File: src/rtl/seg7_scan_display.sv
// seg7_scan_display: latches a binary value and shows it in hex or decimal on a
// multiplexed 7-segment display, with leading-zero blanking and overflow dashes.
//
// state  | meaning
// IDLE   | waiting for a load; hex loads commit straight from here
// CONV   | double-dabble running, one shift per cycle for DATA_W cycles
// COMMIT | converted digits (or a pending hex value) written to the display register
module seg7_scan_display #(
    parameter int DIGITS         = 3,
    parameter int DATA_W         = 8,
    parameter int DIV            = 8333,
    parameter int BLANK_CYC      = 2,
    parameter bit SEG_ACTIVE_LOW = 1'b0,
    parameter bit CA_ACTIVE_LOW  = 1'b1
) (
    input  logic              clk,
    input  logic              rstn,
    input  logic [DATA_W-1:0] binary,
    input  logic              load,
    input  logic              mode,
    input  logic              blank_lz,
    output logic [6:0]        seg,
    output logic [DIGITS-1:0] ca,
    output logic              busy,
    output logic              overflow
);
    // BCD field always holds at least one digit beyond DIGITS so overflow is visible
    localparam int BCD_MIN = DATA_W * 3 / 10 + 1;
    localparam int BCD_N   = ((BCD_MIN > DIGITS) ? BCD_MIN : DIGITS) + 1;
    localparam int BCD_W   = 4 * BCD_N;
    localparam int SR_W    = BCD_W + DATA_W;
    localparam int HEX_W   = (DATA_W > 4 * DIGITS) ? DATA_W : 4 * DIGITS;
    localparam int PW      = $clog2(DIV);
    localparam int IW      = (DIGITS > 1) ? $clog2(DIGITS) : 1;
    localparam int CW      = (DATA_W > 1) ? $clog2(DATA_W) : 1;

    typedef enum logic [1:0] {IDLE, CONV, COMMIT} state_t;
    typedef logic [DIGITS-1:0][3:0] digits_t;

    state_t            state_q, state_d;
    logic [CW-1:0]     cnt_q, cnt_d;
    logic [SR_W-1:0]   sr_q, sr_d;
    logic              pend_q, pend_d;
    logic [DATA_W-1:0] pbin_q, pbin_d;
    logic              pmode_q, pmode_d;
    digits_t           digits_q, digits_d;
    logic              ovf_q, ovf_d;
    logic              busy_q, busy_d;
    logic [PW-1:0]     presc_q, presc_d;
    logic [IW-1:0]     idx_q, idx_d;
    logic [6:0]        seg_q, seg_d;
    logic [DIGITS-1:0] ca_q, ca_d;

    logic [DATA_W-1:0] eff_bin;
    logic              eff_mode, eff_valid;
    logic [BCD_W-1:0]  bcd;
    digits_t           dec_dig;
    logic              dec_ovf;
    logic [DIGITS-1:0] lz, sel_oh;
    logic              zero_above, cur_lz;
    logic [3:0]        cur;
    logic [6:0]        seg_raw;

    function automatic logic [SR_W-1:0] dd_step(input logic [SR_W-1:0] v);
        logic [SR_W-1:0] r;
        r = v;
        for (int i = 0; i < BCD_N; i++) begin
            if (r[DATA_W+4*i +: 4] >= 4'd5) r[DATA_W+4*i +: 4] = r[DATA_W+4*i +: 4] + 4'd3;
        end
        return r << 1;
    endfunction

    function automatic digits_t hex_digits(input logic [DATA_W-1:0] b);
        logic [HEX_W-1:0] p;
        digits_t          d;
        p = HEX_W'(b);
        for (int k = 0; k < DIGITS; k++) d[k] = p[4*k +: 4];
        return d;
    endfunction

    function automatic logic hex_ovf(input logic [DATA_W-1:0] b);
        logic [HEX_W-1:0] p;
        p = HEX_W'(b);
        return (p >> (4 * DIGITS)) != '0;
    endfunction

    function automatic logic [6:0] glyph(input logic [3:0] d);
        case (d)
            4'h0: return 7'h3F;
            4'h1: return 7'h06;
            4'h2: return 7'h5B;
            4'h3: return 7'h4F;
            4'h4: return 7'h66;
            4'h5: return 7'h6D;
            4'h6: return 7'h7D;
            4'h7: return 7'h07;
            4'h8: return 7'h7F;
            4'h9: return 7'h6F;
            4'hA: return 7'h77;
            4'hB: return 7'h7C;
            4'hC: return 7'h39;
            4'hD: return 7'h5E;
            4'hE: return 7'h79;
            default: return 7'h71;
        endcase
    endfunction

    always_comb begin
        bcd     = sr_q[DATA_W +: BCD_W];
        dec_dig = '0;
        for (int k = 0; k < DIGITS; k++) dec_dig[k] = bcd[4*k +: 4];
        dec_ovf = |bcd[BCD_W-1:4*DIGITS];
    end

    // A load arriving in COMMIT is folded in with the pending slot, newest wins
    always_comb begin
        state_d   = state_q;
        cnt_d     = cnt_q;
        sr_d      = sr_q;
        pend_d    = pend_q;
        pbin_d    = pbin_q;
        pmode_d   = pmode_q;
        digits_d  = digits_q;
        ovf_d     = ovf_q;
        eff_bin   = load ? binary : pbin_q;
        eff_mode  = load ? mode : pmode_q;
        eff_valid = load | pend_q;
        case (state_q)
            IDLE: begin
                if (load) begin
                    if (mode) begin
                        state_d = CONV;
                        cnt_d   = CW'(DATA_W - 1);
                        sr_d    = {{BCD_W{1'b0}}, binary};
                    end else begin
                        digits_d = hex_digits(binary);
                        ovf_d    = hex_ovf(binary);
                    end
                end
            end
            CONV: begin
                sr_d = dd_step(sr_q);
                if (cnt_q == '0) state_d = COMMIT;
                else             cnt_d   = cnt_q - CW'(1);
                if (load) begin
                    pend_d  = 1'b1;
                    pbin_d  = binary;
                    pmode_d = mode;
                end
            end
            COMMIT: begin
                pend_d = 1'b0;
                if (eff_valid && !eff_mode) begin
                    digits_d = hex_digits(eff_bin);
                    ovf_d    = hex_ovf(eff_bin);
                    state_d  = IDLE;
                end else begin
                    digits_d = dec_dig;
                    ovf_d    = dec_ovf;
                    if (eff_valid) begin
                        state_d = CONV;
                        cnt_d   = CW'(DATA_W - 1);
                        sr_d    = {{BCD_W{1'b0}}, eff_bin};
                    end else begin
                        state_d = IDLE;
                    end
                end
            end
            default: state_d = IDLE;
        endcase
        busy_d = (state_d != IDLE);
    end

    // Outputs are built from the next scan position so they line up with presc_q
    always_comb begin
        presc_d = (presc_q == PW'(DIV - 1)) ? '0 : presc_q + PW'(1);
        idx_d   = idx_q;
        if (presc_q == PW'(DIV - 1)) idx_d = (idx_q == IW'(DIGITS - 1)) ? '0 : idx_q + IW'(1);

        lz         = '0;
        zero_above = 1'b1;
        for (int k = DIGITS - 1; k >= 1; k--) begin
            zero_above = zero_above && (digits_q[k] == 4'd0);
            lz[k]      = zero_above;
        end

        cur    = 4'd0;
        cur_lz = 1'b0;
        sel_oh = '0;
        for (int k = 0; k < DIGITS; k++) begin
            if (idx_d == IW'(k)) begin
                cur       = digits_q[k];
                cur_lz    = lz[k];
                sel_oh[k] = 1'b1;
            end
        end

        if (ovf_q)                    seg_raw = 7'h40;
        else if (blank_lz && cur_lz)  seg_raw = 7'h00;
        else                          seg_raw = glyph(cur);

        if (presc_d < PW'(BLANK_CYC)) begin
            seg_raw = 7'h00;
            sel_oh  = '0;
        end
        seg_d = SEG_ACTIVE_LOW ? ~seg_raw : seg_raw;
        ca_d  = CA_ACTIVE_LOW ? ~sel_oh : sel_oh;
    end

    always_ff @(posedge clk or negedge rstn) begin
        if (!rstn) begin
            state_q  <= IDLE;
            cnt_q    <= '0;
            sr_q     <= '0;
            pend_q   <= 1'b0;
            pbin_q   <= '0;
            pmode_q  <= 1'b0;
            digits_q <= '0;
            ovf_q    <= 1'b0;
            busy_q   <= 1'b0;
            presc_q  <= '0;
            idx_q    <= '0;
            seg_q    <= {7{SEG_ACTIVE_LOW}};
            ca_q     <= {DIGITS{CA_ACTIVE_LOW}};
        end else begin
            state_q  <= state_d;
            cnt_q    <= cnt_d;
            sr_q     <= sr_d;
            pend_q   <= pend_d;
            pbin_q   <= pbin_d;
            pmode_q  <= pmode_d;
            digits_q <= digits_d;
            ovf_q    <= ovf_d;
            busy_q   <= busy_d;
            presc_q  <= presc_d;
            idx_q    <= idx_d;
            seg_q    <= seg_d;
            ca_q     <= ca_d;
        end
    end

    assign seg      = seg_q;
    assign ca       = ca_q;
    assign busy     = busy_q;
    assign overflow = ovf_q;

endmodule

File: config.mk
export PLATFORM = sky130hd
export DESIGN_NAME = seg7_scan_display
export DESIGN_NICKNAME = d
export VERILOG_FILES = /design/src/rtl/seg7_scan_display.sv
export SDC_FILE = /design/constraint.sdc
export NUM_CORES = 1
export LEC_CHECK = 0
export ABC_AREA = 1
export CAP_MARGIN = 20
export CORE_MARGIN = 5
export CORE_UTILIZATION = 35
export DETAILED_ROUTE_END_ITERATION = 10
export GPL_TIMING_DRIVEN = 0
export MAX_ROUTING_LAYER = met4
export PLACE_DENSITY_LB_ADDON = 0.3
export SYNTH_ARGS = -nofsm -noshare
export SYNTH_HDL_FRONTEND = slang
export SYNTH_SLANG_ARGS = --single-unit
File: constraint.sdc
create_clock -name clk -period 2.1 [get_ports clk]
set_clock_uncertainty 0.1 [all_clocks]
set_input_delay 0.315 -clock clk [delete_from_list [all_inputs] [get_ports clk]]
set_output_delay 0.315 -clock clk [all_outputs]
set_load 0.02 [all_outputs]
; ---- Yosys cells after proc, flatten, opt, wreduce, memory -nomap -nowiden
; Memory sizes are Yosys's and may differ from the RTL's.
; Cells that the tools add are included.
[classes]
eq_ne = 13
bitwise = 2
shift = 0
magnitude_cmp = 5
addsub = 7
div_mod_pow = 0
n_reduce_logical = 18
mul = 0
mux = 48
[ops]
columns = cell, count
row1 = 2-to-1 mux 24 bit, 4
row2 = case mux 24 bit (3 select lines), 1
row3 = 2-to-1 mux 12 bit, 3
row4 = 2-to-1 mux 4 bit, 6
row5 = case mux 12 bit (2 select lines), 1
row6 = 2-to-1 mux 3 bit, 7
row7 = 2-to-1 mux 7 bit, 3
row8 = "greater-or-equal comparator 4 x 3 -> 1 bit, second input constant", 4
row9 = "adder 14 x 1 -> 14 bit, second input constant", 1
row10 = "equality test 14 bit, second input constant", 1
row11 = "less-than comparator 14 x 2 -> 1 bit, second input constant", 1
row12 = 2-to-1 mux 14 bit, 1
row13 = "inequality test 2 bit, second input constant", 7
row14 = "adder 4 x 2 -> 4 bit, second input constant", 3
row15 = 2-to-1 mux 1 bit, 12
row16 = 2-to-1 mux 2 bit, 5
row17 = case mux 3 bit (3 select lines), 1
row18 = logical NOT 4 bit, 2
row19 = 2-to-1 mux 8 bit, 1
row20 = "equality test 2 bit, second input constant", 3
row21 = case mux 2 bit (3 select lines), 1
row22 = AND reduction 6 bit, 1
row23 = nonzero test 2 bit, 3
row24 = AND reduction 5 bit, 1
row25 = 15 further kinds, 20
[word_totals]
mem_bits_ro = 112
ff_bits = 79
latchBits = 0
ramBits = 0
inputBits = 13
mem_count = 1
[mem_list]
columns = name, depth, width, read_ports, rd_clocked_by_memory_dff, wr, line_no
row1 = (no name shown), 16, 7, 1, 0, 0, 88  ; case (d)

; ---- Depth between registers and ports, before layout
; An unclocked memory read counts as a cell.
[logic_depth]
ltp_word = 11
mapped_depth = 19

; ---- Least setup slack after synthesis
; OpenSTA, ideal clock, no wires.
[synth_timing]
path_type = register to register
from = reg presc_q[0]
to = reg seg_q[3] (netlist: seg[3])
setup_ps = 120
path_slack_ps = -175
n_path_buf = 0
t_arrival_ps = 2055
stages_incl_launch_ff = 16
required_ps = 1880
path_cell_list = dfrtp_1 -> inv_1 -> ha_1 -> nand3_1 -> nor2_2 -> nand2_2 -> nand2_2 -> nand2_4 -> nor2_4 -> nand2_1 -> nand3_1 -> inv_1 -> ha_1 -> o21ai_1 -> o21ai_0 -> nor2_1
[synth_via]
elab_chain_cells = 10
elab_cells_between_ends = 18
cone_classes = 1 x add/sub / 1 x order compare / 3 x eq/ne / 10 x mux / 2 x reduce/logical / 1 x memory
[synth_rtl]
columns = element, line_no
row1 = from (decl), 49  ; logic [PW-1:0] presc_q, presc_d;
row2 = from (signal assigned), 235  ; presc_q <= presc_d;
row3 = equality test 14 bit (*), 178  ; if (presc_q == PW'(DIV - 1)) idx_d = (idx_q == IW'(DIGITS - 1)) ? '0 : idx_q + IW'(1);
row4 = 2-to-1 mux 2 bit (*), 178
row5 = via idx_d[0], 50  ; logic [IW-1:0] idx_q, idx_d;
row6 = logical NOT 2 bit, 191  ; if (idx_d == IW'(k)) begin
row7 = 2-to-1 mux 4 bit (3 in series), 191
row8 = memory read (16 x 7 bit), --
row9 = 2-to-1 mux 7 bit (*), 199  ; else if (blank_lz && cur_lz) seg_raw = 7'h00;
row10 = 2-to-1 mux 7 bit (*), 198  ; if (ovf_q) seg_raw = 7'h40;
row11 = 2-to-1 mux 7 bit (*), 202  ; if (presc_d < PW'(BLANK_CYC)) begin
row12 = via seg_d[3], 51  ; logic [6:0] seg_q, seg_d;
row13 = to (signal assigned), 223  ; seg_q <= {7{SEG_ACTIVE_LOW}};
row14 = to (signal assigned), 237  ; seg_q <= seg_d;
row15 = to (decl), 51
; The timed path passes the listed nets; every way through them passes the cells marked *.
; A chain may end at the register's enable or synchronous reset.

; ---- Worst setup path after layout
[layout_timing]
from = reg presc_q[1]
to = reg seg_q[1] (netlist: seg[1])
[layout_via]
elab_chain_cells = 10
elab_cells_between_ends = 18
cone_classes = 1 x add/sub / 1 x order compare / 3 x eq/ne / 10 x mux / 2 x reduce/logical / 1 x memory
[layout_rtl]
columns = element, line_no
row1 = equality test 14 bit, "176, 178"
row2 = 2-to-1 mux 2 bit, 178
row3 = logical NOT 2 bit, 191
row4 = 2-to-1 mux 4 bit (3 in series), 191
row5 = memory read (16 x 7 bit), --
row6 = 2-to-1 mux 7 bit, 199
row7 = 2-to-1 mux 7 bit, 198
row8 = 2-to-1 mux 7 bit (*), 202
row9 = via seg_d[1], 51
; Marked as above.

==> impl_summary.txt <==
----------------------------------------------------
[Status]
  Outcome ... finished with violations
  Violated checks ... setup timing

[Placed design]
  Pre-CTS setup slack ... -0.412 ns
  Number of cells in the design after placement ... around 790
  Port-buffer cells ... 23
  Final estimated routing congestion in global placement ... 0.898
  DPL Wire Length ... between 7 and 8 mm

[Clock tree]
  TritonCTS clock tree ... built
  Clock buffer count from CTS ... 9
  Clock network latency to the later pin of the worst-skew pair ... 0.34 ns
  Master cell of the clock root buffer ... sky130_fd_sc_hd__clkbuf_16
  CTS clk-pin slew, worst paths ... roughly 0.060 ns
  Number of buffers on the longest clock path ... 2
  Clk sink count ... 79
  Maximum level of the CTS H-tree ... 3

[Cells and area]
  Util after Layout ... 0.461
  Ratio of cells with drive above 1 in the final layout ... 0.229
  Antenna diode count ... 0
  Net total in the final layout ... 690
  Area grow syn2layout ... 31.1%
  Number of cells in the finished layout apart from fillers ... 835

[Power]
  Power density normalized to cell area ... 1100 mW/mm²
  Gate power share ... 0.450
  Leakage ... 2.79 nW
  Part of the power in the clock network ... 0.235
  Worst ir drop on vdd ... 0.000471 V
  Internal power summed over all cells ... between 4 and 5 mW
  Seq pwr share ... 0.314
  Net switching power ... 2.60 mW
  Switching part of the total power ... 0.391

[Detailed routing]
  Sum of routed wire length over all layers ... 11.0 mm
  Count of vias placed by the detailed router ... 4058
  Final routed wire length divided by cell count ... 13.2 µm
  DRC violation total after the first TritonRoute iteration ... approximately 260
  Post-route DRC violation count ... 0
  Remaining antenna violation count ... 0
  Via-per-instance ratio ... 4.86
  DR pass1 iterations ... 4

[Die]
  Row Count ... 42
  Width of the die ... around 120 µm
  Initial Utilization ... 0.352
  Number of top-level pins ... 25
  Core region area ... 0.0131 mm²
  Die Outline Area ... 0.0155 mm²
  Vertical extent of the die ... 125 µm

[Timing]
  Final setup margin ... -0.349 ns
  Final Hold Viols ... 0
  Part of the cycle the worst path needs ... 1.17
  Hold slack ... 0.285 ns
  Final setup violating endpoints ... 7
  Max-Slew Margin vs Limit ... 0.682
  Period minus WS final ... 2.45 ns
  Slew @ Worst Pin ... 0.477 ns
  Highest attainable clock frequency ... approximately 410 MHz
  Number of max-slew violations in the final report ... 0
  Setup repair after global routing missed its margin ... yes

[Synthesis]
  Average cell area after synthesis ... 7.86 µm²
  Cell type contributing the most total cell area after synthesis ... sky130_fd_sc_hd__dfrtp_1
  Cells after synthesis ... 586
  Proportion of synthesized chip area in sequential cells ... 0.430
  Yosys Warn Count ... 0
  Number of nets produced by synthesis ... 621
  Number of distinct library cells after synthesis ... 38
  Portion of synthesized cell area occupied by the leading cell type ... 0.413
  Area contributors post-synth ... sky130_fd_sc_hd__dfrtp_1, sky130_fd_sc_hd__nand2_1, sky130_fd_sc_hd__inv_1
  Synth Cell Area ... 0.00460 mm²
  Total of flip-flops plus latches after synthesis ... 79

[GRT]
  Global-route wire length before repair ... 18.5 mm
  Number of antenna violations at the first check in global routing ... 0
  Combined global-route utilization of all metal layers ... 0.146
  Largest net degree at the start of global routing ... between 60 and 70
  Number of global-route vias before repair ... 4000
  Remaining global-route overflow ... 0

[Worst setup path]
  Category of the most critical setup path ... reg2reg
  Crit end category ... register
  Arrival time at the worst endpoint ... 2.57 ns
  Maximum fanout count along the critical path ... 5
  Startpoint types ... register
  Required arrival time at the worst endpoint ... 2.23 ns

[Run]
  Max cap viols ... 0

[Hold path]
  Path class of the lowest-slack min-delay path ... in2async

----------------------------------------------------
final cells by class:
type | instances | area (µm²)
clock buffer | 11 | 253
sequential | 79 | 1980
clock inverter | 4 | 45.0
tap | 176 | 220
multi-input combinational | 385 | 2500
timing repair buffer | 59 | 551
inverter | 108 | 412
buffer | 13 | 71.3
fill | 1226 | 7050
worst paths after layout:
path	from	to	slack, ns	cells past startpoint
max	presc_q[1]	seg[1]	-0.35	17
max in group asynchronous	rstn	sr_q[3]	1.04	3
min	rstn	presc_q[8]	0.29	2
min reg2reg	sr_q[7]	sr_q[7]	0.38	2
max reg2reg	presc_q[1]	seg[1]	-0.35	17
min in group clk	load	pend_q	0.29	4
metrics by stage:
step | area [µm²] | power, mW | setup TNS, ns
floorplan | 4630 | 3.81 | -0.371
global placement | 5080 | 4.47 | -180.91
detailed placement | 5100 | 4.55 | -9.70
CTS | 5690 | 6.31 | -1.19
global route | 6030 | 7.14 | -3.48
finish | 6030 | 6.65 | -2.10
cell usage after synthesis:
master,instances
sky130_fd_sc_hd__nand2_1,112
sky130_fd_sc_hd__inv_1,104
sky130_fd_sc_hd__dfrtp_1,76
sky130_fd_sc_hd__o21ai_0,64
sky130_fd_sc_hd__nor2_1,38
sky130_fd_sc_hd__nand3_1,28
sky130_fd_sc_hd__o22ai_1,27
sky130_fd_sc_hd__ha_1,22
sky130_fd_sc_hd__a21oi_1,16
sky130_fd_sc_hd__xor2_1,10
sky130_fd_sc_hd__clkbuf_1,9
sky130_fd_sc_hd__nand2_2,7
sky130_fd_sc_hd__nand4_1,6
sky130_fd_sc_hd__nor2_2,6
sky130_fd_sc_hd__nor3_1,6
sky130_fd_sc_hd__o221ai_1,6
sky130_fd_sc_hd__buf_2,5
sky130_fd_sc_hd__o21ai_1,5
sky130_fd_sc_hd__inv_2,4
sky130_fd_sc_hd__a21oi_2,3
sky130_fd_sc_hd__dfstp_2,3
sky130_fd_sc_hd__nand3_2,3
sky130_fd_sc_hd__nand3b_1,3
sky130_fd_sc_hd__nor2_4,3
sky130_fd_sc_hd__or2_2,3
sky130_fd_sc_hd__a211oi_1,2
sky130_fd_sc_hd__mux2i_1,2
sky130_fd_sc_hd__nand2_4,2
sky130_fd_sc_hd__nand3_4,2
sky130_fd_sc_hd__a41oi_1,1
sky130_fd_sc_hd__buf_4,1
sky130_fd_sc_hd__nor3b_1,1
sky130_fd_sc_hd__nor4_1,1
sky130_fd_sc_hd__o2111ai_1,1
sky130_fd_sc_hd__o211ai_1,1
sky130_fd_sc_hd__o21ai_2,1
sky130_fd_sc_hd__o311ai_0,1
sky130_fd_sc_hd__xnor2_1,1
registers in the layout, indices dropped and copies added, names as in the netlist:
| signal | cells |
|---|---|
| sr_q | 24 |
| busy | 1 |
| seg | 7 |
| pmode_q | 1 |
| digits_q | 12 |
| presc_q | 14 |
| cnt_q | 3 |
| state_q | 2 |
| overflow | 1 |
| pbin_q | 8 |
| idx_q | 2 |
| pend_q | 1 |
| ca | 3 |
power groups by stage:
stage          registers [mW]  logic, mW  clock network (mW)
2_1_floorplan            2.15       1.66                   0
3_3_place_gp             2.10       2.36                   0
3_5_place_dp             2.12       2.43                   0
4_1_cts                  2.09       2.61                1.61
5_1_grt                  2.13       3.33                1.67
6_report                 2.09       2.99                1.57
routing by layer:
layer / GRT usage / vias up / part of all wire
met2: 0.242 / 57 / 0.50
met5: - / - / 0
met4: 0.0529 / 0 / 0.020
li1: - / 2039 / -
met3: 0.0407 / 19 / 0.031
met1: 0.171 / 1943 / 0.44
cells by family (layout without fill, tap and decap cells):
logic type               count (synthesis)  in the layout  share of synthesized area
AO/OA/AOI/OAI                          128            128                      0.159
multiplexers                             2              2                    0.00435
buffers and inverters                  123            195                      0.102
flip-flops                              79             79                      0.430
AND/OR/NAND/NOR                        221            222                      0.223
adder cells (fa/ha/maj)                 22             22                     0.0598
XOR/XNOR                                11             11                     0.0209
cell usage in the layout, fill, tap and decap left out, drive strengths merged, types with 2 or more instances in the layout:
master,instances
o21ai,70
o22ai,27
ha,22
xor2,10
a21oi,19
o221ai,6
nor2,47
clkdlybuf4s50,22
dfrtp,76
nor3,6
nand3b,3
nand3,34
clkbuf,17
buf,43
nand4,6
a211oi,2
or2,3
mux2i,2
clkinv,3
dfstp,3
inv,107
nand2,121
worst max-delay path: stages (launching register included):
cell and delay, ns:
sky130_fd_sc_hd__dfrtp_1 0.37, sky130_fd_sc_hd__inv_1 0.06, sky130_fd_sc_hd__ha_2 0.19, sky130_fd_sc_hd__inv_2 0.04, sky130_fd_sc_hd__nor2_2 0.10, sky130_fd_sc_hd__nand2_2 0.07, sky130_fd_sc_hd__nor2_4 0.15, sky130_fd_sc_hd__nand2_2 0.08
sky130_fd_sc_hd__nand2_2 0.10, sky130_fd_sc_hd__nand2_4 0.08, sky130_fd_sc_hd__nand2_4 0.08, sky130_fd_sc_hd__nor2_4 0.04, sky130_fd_sc_hd__buf_6 0.11, sky130_fd_sc_hd__nor2_4 0.20, sky130_fd_sc_hd__ha_4 0.25, sky130_fd_sc_hd__o21ai_4 0.17
sky130_fd_sc_hd__buf_6 0.11, sky130_fd_sc_hd__a21oi_2 0.04
repair_timing:
action                     in CTS  in global routing
buffers inserted               22                 15
hold endpoints to repair       17                  0
setup endpoints to repair      47                 59
resized for setup              32                 62
gates cloned                    1                  0
hold buffers                    1                  0
pin swaps                      11                 27
(Power assumes the default switching activity.)
